===== config.mk =====
export PLATFORM = sky130hd
export DESIGN_NAME = mux_tree_ccff_param
export DESIGN_NICKNAME = d
export VERILOG_FILES = /design/src/rtl/mux_tree_ccff_param.sv
export SDC_FILE = /design/constraint.sdc
export NUM_CORES = 1
export LEC_CHECK = 0
export ABC_CLOCK_PERIOD_IN_PS = 1000
export BUFFER_PORTS_ARGS = -buffer_cell sky130_fd_sc_hd__buf_2
export CAP_MARGIN = 20
export CORE_AREA = 4 4 41 43
export CTS_CLUSTER_DIAMETER = 60
export DETAILED_ROUTE_END_ITERATION = 12
export DIE_AREA = 0 0 45 47
export SYNTH_ARGS = -nofsm -noshare
export SYNTH_HDL_FRONTEND = slang
export SYNTH_SLANG_ARGS = --single-unit

===== constraint.sdc =====
create_clock -name prog_clk -period 1 [get_ports prog_clk]
set_input_delay 0.1 -clock prog_clk [delete_from_list [all_inputs] [get_ports prog_clk]]
set_output_delay 0.1 -clock prog_clk [all_outputs]
set_load 0.02 [all_outputs]

===== src/rtl/mux_tree_ccff_param.sv =====
// MUX_SIZE:1 tree of 2:1 stages whose select word is loaded serially into a shadow
// register and committed to an active copy. Optional MUX_TREE_OUT_REG_EN registers out.
module mux_tree_ccff_param #(
  parameter int MUX_SIZE = 4,
  localparam int SEL_W = $clog2(MUX_SIZE)
) (
  input  logic                prog_clk,
  input  logic                pReset,
  input  logic                ccff_head,
  input  logic                ccff_en,
  output logic                ccff_tail,
  input  logic                commit,
  input  logic [MUX_SIZE-1:0] in,
  output logic                out,
  output logic [SEL_W-1:0]    sel_idx,
  output logic                cfg_loaded,
  output logic                cfg_err
);

  localparam int PAD   = 1 << SEL_W;
  localparam int CNT_W = $clog2(SEL_W + 1);
  localparam logic [CNT_W-1:0] CNT_FULL = CNT_W'(SEL_W);
  localparam logic [CNT_W-1:0] CNT_ONE  = CNT_W'(1);

  logic [SEL_W-1:0] shadow;
  logic [SEL_W-1:0] shadow_shifted;
  logic [SEL_W-1:0] active;
  logic [CNT_W-1:0] bit_cnt;
  logic [PAD-1:0]   lvl [0:SEL_W];
  logic             tree_out;

  assign ccff_tail  = shadow[SEL_W-1];
  assign cfg_loaded = (bit_cnt == CNT_FULL);
  assign sel_idx    = ~active;

  // Shift built with a shift operator so a single-bit chain (MUX_SIZE=2) stays legal.
  always_comb begin
    shadow_shifted    = shadow << 1;
    shadow_shifted[0] = ccff_head;
  end

  always_ff @(posedge prog_clk) begin
    if (pReset) begin
      shadow  <= '1;
      active  <= '1;
      bit_cnt <= '0;
      cfg_err <= 1'b0;
    end else begin
      if (commit) begin
        if (cfg_loaded) active  <= shadow;
        else            cfg_err <= 1'b1;
      end
      if (ccff_en) shadow <= shadow_shifted;
      // A commit restarts the count; a shift in the same cycle is the first bit of the next load.
      if (commit && cfg_loaded)
        bit_cnt <= ccff_en ? CNT_ONE : '0;
      else if (ccff_en && !cfg_loaded)
        bit_cnt <= bit_cnt + CNT_ONE;
    end
  end

  // Leaf level is padded with zeros so out-of-range indices route a constant 0.
  always_comb begin
    for (int unsigned k = 0; k <= SEL_W; k++) lvl[k] = '0;
    lvl[0][MUX_SIZE-1:0] = in;
    for (int unsigned k = 0; k < SEL_W; k++) begin
      for (int unsigned j = 0; j < (PAD >> (k + 1)); j++) begin
        lvl[k+1][j] = active[k] ? lvl[k][2*j] : lvl[k][2*j+1];
      end
    end
    tree_out = lvl[SEL_W][0];
  end

`ifdef MUX_TREE_OUT_REG_EN
  always_ff @(posedge prog_clk) begin
    if (pReset) out <= 1'b0;
    else        out <= tree_out;
  end
`else
  always_comb out = tree_out;
`endif

endmodule


# Word-level counts from Yosys, hierarchy flattened
# Index checks and enable logic that the tools add are counted.
[op_classes] add_sub_neg=1 eq_ne=1 n_mux=6 bitwise_logic=2 n_reduce_logical=6
[op_table] operator="1-bit 2-to-1 mux" n=4
[op_table] operator="2-bit 2-to-1 mux" n=2
[op_table] operator="2-bit AND reduction" n=2
[op_table] operator="2-bit by 1-bit adder with 2-bit output, second input constant" n=1
[op_table] operator="2-bit equality test, second input constant" n=1
[op_table] operator="1-bit logical AND" n=2
[op_table] operator="2-bit NOT" n=1
[op_table] operator="2-bit nonzero test" n=1
[op_table] operator="1-bit logical NOT" n=1
[op_table] operator="1-bit NOT" n=1
[totals] reg_bits=7 input_bits=9 output_inout_bits=6 word_cells=20

# Logic depth before layout (Yosys ltp)
# Gate-level depths: netlist of run 1.
[depth] depth_word=5 depth_mapped=3 ltp_nobuf=3

# Worst setup path before layout of run 1
# OpenSTA, ideal clock, no wires.
[synth_timing] path_type="reg-to-output" startpoint="reg active[0]" endpoint="out out" t_arrival_ns=0.917 required_time_ns=0.900 slack_ns=-0.017 stages_incl_launch_ff=2 path_buffers=0 path_cell_list="dfxtp_1 -> mux4_2"
[synth_between] elab_chain_len=2 elab_cells_between_ends=3 classes_between="mux (3)"
[synth_lines] element="start: declaration" line_no="27" source="logic [SEL_W-1:0] active;"
[synth_lines] element="start signal: assignment" line_no="50" source="if (cfg_loaded) active <= shadow;"
[synth_lines] element="1-bit 2-to-1 mux" line_no="68" source="lvl[k+1][j] = active[k] ? lvl[k][2*j] : lvl[k][2*j+1];"
[synth_lines] element="1-bit 2-to-1 mux (*)" line_no="68"
[synth_lines] element="end: declaration" line_no="14" source="output logic out,"
# Mark *: on every way between the ends. The rest lies on a longest branch, timed or not.

# Worst setup path in the final report of run 1
# Same ends and word-level chain as after synthesis.

==> flow_summary.toml, run 1 <==
[synthesis]
syn_avg_cell_area_um2 = 9.42
ys.warnings.count = 0
synth-seq-cells = 7
seq_area_frac_synth_pct = 43.7
ys_types = 16
syn-cell-area_um2 = 320
syn-instance-count = 34
synth_nets = 43

[placement]
place_area_um2 = 422
io_buffers = 14
dp_cells = 64
hpwl_um = 541
gp_congestion = 0.646

[route]
postRouteAntennaNets = 0
drt_iter0_markers = 5
wirelength_um = 685
detail_route.wl_per_cell_um = 9.79
drc = 0
vias = 301
vias_per_cell = 4.30
first_pass_iters = 3

[grt]
grt_start_max_net_pins = 10
grt_pass1_vias = 278
grt_pass1_wl_mm = 1.06
antenna_found_initial = 0
track_usage_pct = 7.31
grt_overflow = 0

[worst_hold_path]
min_path_type = "input port to register"

[sta]
finClkSkew_ns = 0.00173
worst_slack_ns = -0.335
max_slew_margin_pct = 89.2
max_freq_mhz = 749
setup_viol = 2
drv_slew = 0
fin_crit_sh_pct = 133
timing.final.crit_period_ns = 1.33
fin_tns_setup_ns = -0.364
hold_viol = 0
whs_ns = 0.0631
tightest_slew_ns = 0.161
rsz0062_at_grt = "true"

[cts]
cts_sinks = 7
cts_tree = "yes"
cts.clk_slew.worst_paths_ns = 0.05
cts_hold_buffers = 0
ctsLongestPathBuffers = 2
cts_buffers = 3
insertion_delay_ns = 0.24
ctsHtreeMaxLevel = 1
clock-root-buffer = "clkbuf_4"

[floorplan]
coreArea_um2 = 1300
die_x_um = 45
rows = 13
fp.dieH_um = 47
initial_core_util_pct = 24.6
ioPinCount = 15
die-area_um2 = 2120

[power]
power_density_nw_per_um2 = 1390
ir_drop_mv = 0.924
cellLeakagePower_uw = 0.000232

[cells_and_area]
drive_gt1_share_pct = 52.7
finalNonFillerCells = 70
multi_input_area_um2 = 168
area_delta_synth_final_pct = 52.3
insertedDiodeCount = 0
design_area_um2 = 488
fillCellCount = 151
sequential_cell_area_um2 = 145
nNetsFinal = 65

[setup_path]
path_max_fanout = 2
arrival_ns = 1.23
cp-end-kind = "primary output"
worst_setup_path_start_kind = "register"
crit_required_ns = 0.90
critical_path_class = "register to primary output"

[job]
max_cap_viol_count = 0

[outcome]
violations = "setup timing"
status = "finished with violations"
-- synth_stat cells --
master | count | area share, %
a211o_2 | 1 | 3.1
mux4_2 | 1 | 7.0
nor2b_1 | 3 | 5.9
inv_1 | 3 | 3.5
a21oi_1 | 4 | 6.3
dfxtp_1 | 7 | 44
nor2_1 | 4 | 4.7
nand3b_1 | 1 | 2.3
a211o_1 | 1 | 2.7
a211oi_2 | 1 | 3.9
clkbuf_1 | 1 | 1.2
o21ba_2 | 1 | 3.1
and2b_1 | 2 | 4.7
nand2b_1 | 1 | 2.0
nor3_1 | 2 | 3.1
xnor2_1 | 1 | 2.7
-- stage by stage --
step	setup WS, ns	utilization, %	power [uW]
2_1_floorplan	0.0117	-	377
3_3_place_gp	-0.0541	32.4	417
3_5_place_dp	-0.0905	32.4	420
4_1_cts	-0.357	36.3	694
5_1_grt	-0.379	37.5	727
6_report	-0.335	37.5	681
-- cell families (layout without fill, tap and decap cells) --
| group | Yosys count | count (layout) | share of synthesized area (%) |
|---|---|---|---|
| buffers and inverters | 4 | 25 | 4.69 |
| xor gates and xnor gates | 1 | 1 | 2.73 |
| AOI/OAI and AO/OA | 8 | 8 | 19.1 |
| muxes | 1 | 1 | 7.03 |
| and+or+nand+nor | 13 | 13 | 22.7 |
| DFF | 7 | 7 | 43.7 |
-- worst max-delay path, cell delays in order (launching register included) --
cell and delay [ns]:
dfxtp_2 0.33, mux4_2 0.51, buf_6 0.15
-- sequential cells by signal (all words and copies together) (netlist names) --
| signal | count |
|---|---|
| shadow | 2 |
| bit_cnt | 2 |
| active | 2 |
| cfg_err | 1 |
-- layout by cell type (no fill, tap or decap) --
cell type	count
a211oi_2	1
a211o_1	1
dfxtp_2	1
nor2_1	3
nor2b_1	3
o21ba_2	1
inv_1	2
nand3b_1	1
inv_2	1
xnor2_1	1
and2b_1	2
nor3_1	2
buf_4	4
clkbuf_4	3
a211o_2	1
clkbuf_1	1
a21oi_1	4
mux4_2	1
dfxtp_1	5
buf_6	3
nand2b_1	1
nor2_2	1
buf_2	11
dfxtp_4	1
-- routing by layer --
layer	GRT usage (%)	wire [um]
met5	0	0
met4	1.75	0
met3	6.51	84
met2	11.3	316
met1	7.39	284
-- layout make-up --
cell class	count	area share, %
Timing Repair Buffer	18	24.4
Sequential cell	7	29.7
Clock buffer	4	5.38
Multi-Input combinational cell	23	34.4
Tap cell	15	3.85
Inverter	3	2.31
-- what timing repair did --
action / CTS / global route
setup buffers: 1 / 1
resized for setup: 6 / 4
endpoints found under the setup margin: 3 / 4
-- power breakdown --
part,switching (uW),total (uW),internal (uW)
Clock,98.8,251,152
Combinational,56.1,123,67.3
Sequential,11.1,306,295
-- path summary, 6_finish.rpt --
kind	from	end	slack, ns	cells after the start
worst max-delay path	active[0]	out	-0.33	2
worst min-delay path	ccff_head	shadow[0]	0.06	2
worst max register to register	bit_cnt[0]	cfg_err	0.02	4
worst min register to register	cfg_err	cfg_err	0.48	1
No activity file was read; power rests on OpenSTA's default activity.
==> inputs of run 2 (changes only) <==
--- a/config.mk
+++ b/config.mk
@@ -5,7 +5,7 @@
 export SDC_FILE = /design/constraint.sdc
 export NUM_CORES = 1
 export LEC_CHECK = 0
-export ABC_CLOCK_PERIOD_IN_PS = 1000
+export ABC_CLOCK_PERIOD_IN_PS = 1550
 export BUFFER_PORTS_ARGS = -buffer_cell sky130_fd_sc_hd__buf_2
 export CAP_MARGIN = 20
 export CORE_AREA = 4 4 41 43
==> constraint.sdc (replaced) <==
create_clock -name prog_clk -period 1.55 [get_ports prog_clk]
set_input_delay 0.0775 -clock prog_clk [delete_from_list [all_inputs] [get_ports prog_clk]]
set_output_delay 0.0775 -clock prog_clk [all_outputs]
set_load 0.02 [all_outputs]
==> run 2 against run 1 <==
The run now ends clean. Via count decreased by 5.3%. Clock skew increased by 0.0036 ns. Clock-buffer cell count unchanged. Non-clock buffer count decreased by 4. Largest power group unchanged.
==> flow_summary.toml, run 2 (synthesis results as in run 1) <==
[sta]
whs_ns = 0.0371
max_freq_mhz = 740
fin_crit_sh_pct = 87.2
setup_viol = 0
rsz0062_at_grt = "false"
hold_viol = 0
drv_slew = 0
finClkSkew_ns = 0.00532
worst_slack_ns = 0.199
tightest_slew_ns = 0.178
timing.final.crit_period_ns = 1.35
fin_tns_setup_ns = 0
max_slew_margin_pct = 88.1

[setup_path]
worst_setup_path_start_kind = "register"
path_max_fanout = 3
slowest_delay_ns = 0.49
crit_buf_inv = 1
critPathSlowestCell = "mux4_2"
critical_path_class = "register to primary output"
cp-end-kind = "primary output"
critPathTopFamily = "multiplexers"
arrival_ns = 1.27
path_cells = "mux4_2, buf_2"
crit_required_ns = 1.47

[cts]
cts_resized = 0
clock-root-buffer = "clkbuf_4"
post_cts_buffers = 0
cts_sinks = 7
insertion_delay_ns = 0.25
cts.clk_slew.worst_paths_ns = 0.05
cts_tree = "yes"
ctsLongestPathBuffers = 2
cts_buffers = 3
ctsHtreeMaxLevel = 1
cts_hold_buffers = 0

[route]
vias_per_cell = 4.32
wirelength_um = 615
dr_wl_met3_um = 98
wl_met1_um = 261
first_pass_iters = 2
wl_met2_um = 255
postRouteAntennaNets = 0
detail_route.wl_per_cell_um = 9.32
routed.top_layer = "met3"
drt_iter0_markers = 1
drc = 0
vias = 285

[power]
cellLeakagePower_uw = 0.000211
power_density_nw_per_um2 = 987
ir_drop_mv = 0.609

[grt]
grt_overflow = 0
grt_pass1_vias = 257
grt_start_max_net_pins = 10
track_usage_pct = 7.14
grt_pass1_wl_mm = 1.01
antenna_found_initial = 0

[floorplan]
die-area_um2 = 2120
fp.dieH_um = 47
coreArea_um2 = 1300
ioPinCount = 15
rows = 13
die_x_um = 45
initial_core_util_pct = 24.6

[cells_and_area]
sequential_cell_area_um2 = 140
insertedDiodeCount = 0
nNetsFinal = 61
finalCoreUtilization_pct = 33.2
fillCellCount = 156
design_area_um2 = 432
mostFrequentLayoutCell = "buf_2"
multi_input_area_um2 = 165
drive_gt1_share_pct = 41.2
area_delta_synth_final_pct = 34.8
largest_registers = "active x2, bit_cnt x2, shadow x2"
mostFrequentLayoutCells = "14 x buf_2, 7 x dfxtp_1, 4 x a21oi_1, 4 x nor2_1"

[placement]
place_area_um2 = 405
gp_congestion = 0.652
io_buffers = 14
pre_cts_slack_ns = 0.457

[worst_hold_path]
min_path_type = "input port to register"

[job]
max_cap_viol_count = 0

[outcome]
status = "finished clean"
==> run 2: cell types whose count changed in the layout (fill, tap and decap cells not counted) <==
cell / change
dfxtp_2: -1
inv_1: +1
nor2_1: +1
dfxtp_1: +2
buf_4: -4
buf_6: -3
nor2_2: -1
dfxtp_4: -1
inv_2: -1
buf_2: +3
==> run 2: path summary, 6_finish.rpt <==
check,from,endpoint,slack (ns),cells after the start
setup / recovery,active[0],out,0.20,2
setup reg to reg,bit_cnt[0],active[0],0.65,3
hold reg to reg,cfg_err,cfg_err,0.48,1
hold / removal,ccff_head,shadow[0],0.04,2
==> run 2: where the power goes <==
group / internal, uW / total, uW / switching, uW
clock network: 98.1 / 163 / 65.2
logic: 31.9 / 63.0 / 31.0
registers: 191 / 200 / 9.02
total: 321 / 426 / 105
==> run 2: cell type report <==
| class | instances | area share (%) |
|---|---|---|
| timing repair buffer | 14 | 16.2 |
| sequential | 7 | 32.5 |
| multi-input combinational | 23 | 38.3 |
| inverter | 3 | 2.61 |
| tap | 15 | 4.35 |
| clock buffer | 4 | 6.09 |
==> run 2: routing by layer <==
| metal | GRT usage, % | vias to the layer above |
|---|---|---|
| li1 | - | 152 |
| met2 | 9.89 | 16 |
| met3 | 7.28 | 0 |
| met1 | 7.59 | 117 |
| met5 | 0 | - |
| met4 | 1.75 | 0 |
==> run 2: per-stage QoR <==
stage,instances,power (uW)
2_1_floorplan,34,243
3_3_place_gp,62,266
3_5_place_dp,62,267
5_1_grt,66,462
6_report,66,426
4_1_cts,66,437
